### src/rtl/fir_pkg.sv
// Shared types and defaults for the FIR sample sequencer slice.
package fir_pkg;

    localparam int FIR_CLK_DIV = 2272;
    localparam int FIR_TAPS    = 32;
    localparam int FIR_AW      = 5;
    localparam int FIR_MAC_LAT = 2;

    typedef enum logic [1:0] {
        IDLE  = 2'd0,
        MAC   = 2'd1,
        DRAIN = 2'd2,
        DONE  = 2'd3
    } fir_state_t;

    typedef enum logic [1:0] {
        PARAMS_OK        = 2'd0,
        PARAMS_BAD_TAPS  = 2'd1,
        PARAMS_SHORT_DIV = 2'd2
    } fir_param_status_t;

    // Evaluated at elaboration: TAPS must fit the address space and the
    // sample period must leave room for a full MAC pass plus drain.
    function automatic fir_param_status_t fir_check_params(int clk_div, int taps,
                                                           int aw, int mac_lat);
        if (taps < 1 || taps > (1 << aw)) begin
            return PARAMS_BAD_TAPS;
        end
        if (clk_div < taps + mac_lat + 2) begin
            return PARAMS_SHORT_DIV;
        end
        return PARAMS_OK;
    endfunction

endpackage

### src/rtl/fir_sample_sequencer_if.sv
// Control/address bundle between the sequencer and the FIR datapath.
interface fir_sample_sequencer_if
    import fir_pkg::*;
#(
    parameter int AW = FIR_AW
);
    logic          run;
    logic          sample_en;
    logic [AW-1:0] wr_ptr;
    logic [AW-1:0] rd_addr;
    logic [AW-1:0] coef_addr;
    logic          mac_clr;
    logic          mac_en;
    logic          out_valid;
    logic          busy;
    logic          overrun;

    modport master (
        input  run,
        output sample_en, wr_ptr, rd_addr, coef_addr,
        output mac_clr, mac_en, out_valid, busy, overrun
    );

    modport slave (
        output run,
        input  sample_en, wr_ptr, rd_addr, coef_addr,
        input  mac_clr, mac_en, out_valid, busy, overrun
    );
endinterface

### src/rtl/fir_sample_sequencer_rate_divider.sv
// Sample-rate divider: counts 0..CLK_DIV-1 while run is high, held at 0
// otherwise, with a combinational strobe on the terminal count.
module rate_divider
    import fir_pkg::*;
#(
    parameter int CLK_DIV = FIR_CLK_DIV
) (
    input  logic clk,
    input  logic rst_n,
    input  logic run,
    output logic wrap
);
    localparam int CW = (CLK_DIV > 1) ? $clog2(CLK_DIV) : 1;
    localparam logic [CW-1:0] LAST = CW'(CLK_DIV - 1);

    logic [CW-1:0] count;

    assign wrap = run && (count == LAST);

    // Free-running period counter, parked at zero whenever run is low.
    always_ff @(posedge clk or negedge rst_n) begin
        if (!rst_n) begin
            count <= '0;
        end else if (!run || count == LAST) begin
            count <= '0;
        end else begin
            count <= count + 1'b1;
        end
    end
endmodule

### src/rtl/fir_sample_sequencer.sv
// Sequences one shared MAC across all FIR taps once per audio sample.
module fir_sample_sequencer
    import fir_pkg::*;
#(
    parameter int CLK_DIV = FIR_CLK_DIV,
    parameter int TAPS    = FIR_TAPS,
    parameter int AW      = FIR_AW,
    parameter int MAC_LAT = FIR_MAC_LAT
) (
    input  logic                    clk,
    input  logic                    rst_n,
    fir_sample_sequencer_if.master  bus
);
    localparam fir_param_status_t PARAM_STATUS = fir_check_params(CLK_DIV, TAPS, AW, MAC_LAT);
    localparam logic [AW-1:0] LAST_TAP   = AW'(TAPS - 1);
    localparam logic [7:0]    LAST_DRAIN = 8'(MAC_LAT - 1);

    // A short sample period still elaborates; overrun reports the dropped
    // samples at runtime. A tap count outside the address space cannot work.
    if (PARAM_STATUS == PARAMS_BAD_TAPS) begin : g_bad_taps
        $error("fir_sample_sequencer: TAPS must be in 1..2**AW");
    end

    logic wrap;

    rate_divider #(.CLK_DIV(CLK_DIV)) u_div (
        .clk  (clk),
        .rst_n(rst_n),
        .run  (bus.run),
        .wrap (wrap)
    );

    fir_state_t    state, state_nx;
    logic [AW-1:0] tap, tap_nx;
    logic [7:0]    drain, drain_nx;
    logic          sample_en, sample_en_nx;
    logic [AW-1:0] wr_ptr, wr_ptr_nx;
    logic [AW-1:0] rd_addr, rd_addr_nx;
    logic [AW-1:0] coef_addr, coef_addr_nx;
    logic          mac_clr, mac_clr_nx;
    logic          mac_en, mac_en_nx;
    logic          out_valid, out_valid_nx;
    logic          busy, busy_nx;
    logic          overrun, overrun_nx;

    // Next state and next registered outputs; a wrap is only accepted in a
    // truly idle cycle, otherwise the sample is dropped and flagged.
    always_comb begin
        state_nx     = state;
        tap_nx       = tap;
        drain_nx     = drain;
        sample_en_nx = 1'b0;
        wr_ptr_nx    = wr_ptr;
        rd_addr_nx   = rd_addr;
        coef_addr_nx = coef_addr;
        mac_clr_nx   = 1'b0;
        mac_en_nx    = 1'b0;
        out_valid_nx = 1'b0;
        busy_nx      = busy;
        overrun_nx   = overrun;

        case (state)
            IDLE: begin
                if (sample_en) begin
                    state_nx     = MAC;
                    tap_nx       = '0;
                    rd_addr_nx   = wr_ptr - 1'b1;
                    coef_addr_nx = '0;
                    mac_en_nx    = 1'b1;
                    mac_clr_nx   = 1'b1;
                    busy_nx      = 1'b1;
                end else if (wrap) begin
                    sample_en_nx = 1'b1;
                    wr_ptr_nx    = wr_ptr + 1'b1;
                end
            end
            MAC: begin
                if (tap == LAST_TAP) begin
                    if (MAC_LAT > 0) begin
                        state_nx = DRAIN;
                        drain_nx = '0;
                    end else begin
                        state_nx     = DONE;
                        out_valid_nx = 1'b1;
                    end
                end else begin
                    tap_nx       = tap + 1'b1;
                    rd_addr_nx   = rd_addr - 1'b1;
                    coef_addr_nx = tap + 1'b1;
                    mac_en_nx    = 1'b1;
                end
            end
            DRAIN: begin
                if (drain == LAST_DRAIN) begin
                    state_nx     = DONE;
                    out_valid_nx = 1'b1;
                end else begin
                    drain_nx = drain + 8'd1;
                end
            end
            DONE: begin
                state_nx = IDLE;
                busy_nx  = 1'b0;
            end
            default: state_nx = IDLE;
        endcase

        if (!bus.run) begin
            overrun_nx = 1'b0;
        end else if (wrap && (state != IDLE || sample_en)) begin
            overrun_nx = 1'b1;
        end
    end

    // State and output registers, cleared immediately by reset.
    always_ff @(posedge clk or negedge rst_n) begin
        if (!rst_n) begin
            state     <= IDLE;
            tap       <= '0;
            drain     <= '0;
            sample_en <= 1'b0;
            wr_ptr    <= '0;
            rd_addr   <= '0;
            coef_addr <= '0;
            mac_clr   <= 1'b0;
            mac_en    <= 1'b0;
            out_valid <= 1'b0;
            busy      <= 1'b0;
            overrun   <= 1'b0;
        end else begin
            state     <= state_nx;
            tap       <= tap_nx;
            drain     <= drain_nx;
            sample_en <= sample_en_nx;
            wr_ptr    <= wr_ptr_nx;
            rd_addr   <= rd_addr_nx;
            coef_addr <= coef_addr_nx;
            mac_clr   <= mac_clr_nx;
            mac_en    <= mac_en_nx;
            out_valid <= out_valid_nx;
            busy      <= busy_nx;
            overrun   <= overrun_nx;
        end
    end

    assign bus.sample_en = sample_en;
    assign bus.wr_ptr    = wr_ptr;
    assign bus.rd_addr   = rd_addr;
    assign bus.coef_addr = coef_addr;
    assign bus.mac_clr   = mac_clr;
    assign bus.mac_en    = mac_en;
    assign bus.out_valid = out_valid;
    assign bus.busy      = busy;
    assign bus.overrun   = overrun;
endmodule

### src/flat_wrapper.sv
// flat-port wrapper written by rule: the top's interface ports become plain ports
module fir_sample_sequencer_flat import fir_pkg::*;
#(
    parameter int CLK_DIV = FIR_CLK_DIV,
    parameter int TAPS    = FIR_TAPS,
    parameter int AW      = FIR_AW,
    parameter int MAC_LAT = FIR_MAC_LAT
)
  (clk, rst_n, bus_run, bus_sample_en, bus_wr_ptr, bus_rd_addr, bus_coef_addr, bus_mac_clr, bus_mac_en, bus_out_valid, bus_busy, bus_overrun);
  fir_sample_sequencer_if #(.AW(AW)) bus_i ();
  input  logic clk;
  input  logic rst_n;
  input wire logic [$bits(bus_i.run)-1:0] bus_run;
  output wire logic [$bits(bus_i.sample_en)-1:0] bus_sample_en;
  output wire logic [$bits(bus_i.wr_ptr)-1:0] bus_wr_ptr;
  output wire logic [$bits(bus_i.rd_addr)-1:0] bus_rd_addr;
  output wire logic [$bits(bus_i.coef_addr)-1:0] bus_coef_addr;
  output wire logic [$bits(bus_i.mac_clr)-1:0] bus_mac_clr;
  output wire logic [$bits(bus_i.mac_en)-1:0] bus_mac_en;
  output wire logic [$bits(bus_i.out_valid)-1:0] bus_out_valid;
  output wire logic [$bits(bus_i.busy)-1:0] bus_busy;
  output wire logic [$bits(bus_i.overrun)-1:0] bus_overrun;
  assign bus_i.run = bus_run;
  assign bus_sample_en = bus_i.sample_en;
  assign bus_wr_ptr = bus_i.wr_ptr;
  assign bus_rd_addr = bus_i.rd_addr;
  assign bus_coef_addr = bus_i.coef_addr;
  assign bus_mac_clr = bus_i.mac_clr;
  assign bus_mac_en = bus_i.mac_en;
  assign bus_out_valid = bus_i.out_valid;
  assign bus_busy = bus_i.busy;
  assign bus_overrun = bus_i.overrun;
  fir_sample_sequencer #(.CLK_DIV(CLK_DIV), .TAPS(TAPS), .AW(AW), .MAC_LAT(MAC_LAT)) u_core (.clk(clk), .rst_n(rst_n), .bus(bus_i));
endmodule
### config.mk
export PLATFORM = sky130hd
export DESIGN_NAME = fir_sample_sequencer_flat
export DESIGN_NICKNAME = d
export VERILOG_FILES = /design/src/rtl/fir_pkg.sv /design/src/rtl/fir_sample_sequencer_if.sv /design/src/rtl/fir_sample_sequencer_rate_divider.sv /design/src/rtl/fir_sample_sequencer.sv /design/src/flat_wrapper.sv
export SDC_FILE = /design/constraint.sdc
export NUM_CORES = 1
export LEC_CHECK = 0
export CAP_MARGIN = 20
export CORE_ASPECT_RATIO = 1.1
export CORE_MARGIN = 2
export CORE_UTILIZATION = 55
export DETAILED_ROUTE_END_ITERATION = 16
export GPL_TIMING_DRIVEN = 0
export HOLD_SLACK_MARGIN = 0.15
export PLACE_DENSITY = 0.85
export SLEW_MARGIN = 15
export SYNTH_ARGS = -nofsm -noshare
export SYNTH_HDL_FRONTEND = slang
export SYNTH_SLANG_ARGS = --single-unit
### constraint.sdc
create_clock -name clk -period 6.8 [get_ports clk]
set_input_delay 1.36 -clock clk [delete_from_list [all_inputs] [get_ports clk]]
set_output_delay 1.36 -clock clk [all_outputs]
set_load 0.02 [all_outputs]
==> flow_summary.json <==
{
  "grt_pass1_wl_microns": 7960,
  "yosysTopAreaCell": "dfrtp_1",
  "max_clock_freq_ghz": 0.359,
  "fin_util": 0.689,
  "ir_worst_vdd_v": 0.000175,
  "ys_seq_area_frac": 0.467,
  "critPathKind": "reg -> out",
  "slowest_delay_ns": 0.65,
  "hold_class": "reg -> reg",
  "slew_headroom": 0.597,
  "power_leakage_nw": 1.22,
  "clk_pin_slew_ns": 0.08,
  "period_minus_slack_ns": 2.79,
  "tritoncts": "yes",
  "fin_worst_skew_ns": 0.00311,
  "num_rows": 24,
  "diodes": 0,
  "viasPerCell": 5.80,
  "worstPathArrival_ns": 1.43,
  "grt_usage": 0.219,
  "cp-start-kind": "register",
  "insertion_delay_ns": 0.30,
  "synth_edf_count": 0,
  "syn_to_final_growth_pct": 19.4,
  "final_hold_viol_count": 0,
  "syn_avg_cell_area_sq_um": 10.0,
  "preCtsSetupSlack_ns": 3.93,
  "postRouteAntennaNets": 0,
  "layout_commonest_cell": "dfrtp_1",
  "grt_overflow": 0,
  "drive_above_1_share": 0.0840,
  "h-tree-depth": 2,
  "wl_microns": 4620,
  "fp.dieH_microns": 71.9,
  "setup_tns_ns": 0,
  "crit_fanout": 6,
  "synth_top_area_share": 0.467,
  "maxCapViolCount": 0,
  "drt_pass1_iterations": 4,
  "antenna_found_initial": 0,
  "power_density_nw_per_um2": 362,
  "finalMaxSlewViolations": 0,
  "yosys_register_bits": 43,
  "cts_sinks": 43,
  "synth.area.top_cells": "dfrtp_1 47%, ha_1 6.0%, xnor2_1 5.3%, nor2_1 3.6%, nand2_1 3.1%",
  "clock_path_buffers": 2,
  "final_cell_mix": "43 x dfrtp_1, 22 x nor2_1, 22 x clkdlybuf4s50_1",
  "synth_nets": 244,
  "synth_cells": 230,
  "nets": 275,
  "grt_max_degree": 30,
  "post_drt_wl_per_cell_microns": 14.7,
  "port-buffer-count": 23,
  "run_status": "complete, no violations",
  "critPathBufInv": 1,
  "async_flop_share": 1.00,
  "worst_slew_pin_slew_ns": 0.588,
  "place_hpwl_microns": 3380,
  "start_util": 0.577,
  "cpLargestDelayFamily": "buffers and inverters",
  "die_area_sq_um": 4720,
  "rsz0062_at_grt": "no",
  "fin_ws_ns": 4.01,
  "yosysUniqueCellTypes": 43,
  "slowest_stage": "clkdlybuf4s50_1",
  "drcViolationCount": 0,
  "holdBufCountCts": 0,
  "cts_root_buf": "clkbuf_8",
  "setup.worst_path.end_class": "primary output",
  "die_w_microns": 65.7,
  "core_area_sq_um": 3990,
  "io_pins": 24,
  "numCtsBuffers": 5,
  "synth_flop_cell": "dfrtp_1",
  "vias": 1820,
  "postCtsSetupRepairBufs": 0,
  "crit_chain": "clkdlybuf4s50_1",
  "setup_viol": 0,
  "syn_area_sq_um": 2300,
  "cts_resized": 0,
  "gp_congestion": 0.802,
  "finalCritPeriodShare": 0.410,
  "critPathRequiredTime_ns": 5.44,
  "yosysWarnings": 0,
  "drt_iter0_markers": 89,
  "grt_pass1_vias": 1719
}
==> through the flow <==
stage	cells	hold slack, ns	total power [mW]	area (sq um)
floorplan	230	0.455	0.626	2300
global route	314	0.514	1.06	2750
finish	314	0.495	0.996	2750
detailed placement	306	0.486	0.761	2620
CTS	314	0.497	1.00	2750
global placement	305	0.472	0.742	2600
==> kinds of logic after synthesis <==
logic type	count (synthesis)	share of synthesized area
fa+ha+maj	11	0.0597
flops	43	0.467
xor+xnor	19	0.0722
mux	10	0.0451
compound gates	36	0.107
buf+inv	16	0.0271
simple gates	95	0.222
==> power by group <==
group	leakage [nW]	switching [mW]	total (mW)	internal, mW
clock	0.0644	0.0917	0.238	0.146
combinational	0.587	0.234	0.410	0.176
sequential	0.565	0.0457	0.348	0.302
total	1.22	0.371	0.996	0.625
==> worst register-to-register path, delay by kind of cell, from the launching register on <==
family	cells	cell delay, ns
multiplexers	2	0.47
AO/OA/AOI/OAI	2	0.36
adder cells (fa/ha/maj)	2	0.40
flip-flops	1	0.41
buffers and inverters	3	0.84
==> state kept, by name, indices dropped and copies added (netlist names) <==
name	count
u_core.drain	8
u_core.bus.overrun	1
u_core.bus.wr_ptr	5
u_core.u_div.count	12
u_core.bus.busy	1
u_core.bus.mac_en	1
u_core.state	2
u_core.bus.out_valid	1
u_core.bus.rd_addr	5
u_core.bus.sample_en	1
u_core.bus.mac_clr	1
u_core.tap	5
==> worst paths after layout <==
kind,slack [ns],from,to,cells past startpoint
min in group asynchronous,0.96,rst_n,u_core.tap[4],1
max reg2reg,4.26,u_core.state[1],u_core.bus.rd_addr[4],9
max,4.01,u_core.bus.sample_en,bus_sample_en,1
max in group asynchronous,5.37,rst_n,u_core.bus.wr_ptr[4],2
min,0.50,u_core.u_div.count[0],u_core.u_div.count[0],1
min reg2reg,0.50,u_core.u_div.count[0],u_core.u_div.count[0],1
==> Yosys cell counts, types with 3 or more instances <==
cell	n
a21o_1	3
a21oi_1	7
clkbuf_1	4
dfrtp_1	43
ha_1	11
inv_1	10
mux2_2	3
mux2i_1	7
nand2_1	19
nand2b_1	5
nand3_1	8
nand3b_1	3
nand4_1	7
nor2_1	22
nor2b_1	4
nor3_1	10
o21ai_0	10
or2_2	3
xnor2_1	14
xor2_1	5
==> routing by layer <==
metal,up-vias,global-route usage,wire [microns]
met3,11,0.0527,189
met4,0,0.0787,102
li1,883,-,-
met2,42,0.376,2400
met5,-,0,0
met1,884,0.268,1930
==> final cells by class <==
cell class	count	area, sq um
fill	305	1240
sequential	43	1080
timing repair buffer	24	245
clock inverter	3	67.6
buffer	6	25.0
multi-input combinational	171	1170
tap	52	65.1
inverter	10	37.5
clock buffer	5	68.8
No activity file was read; power rests on OpenSTA's default activity.
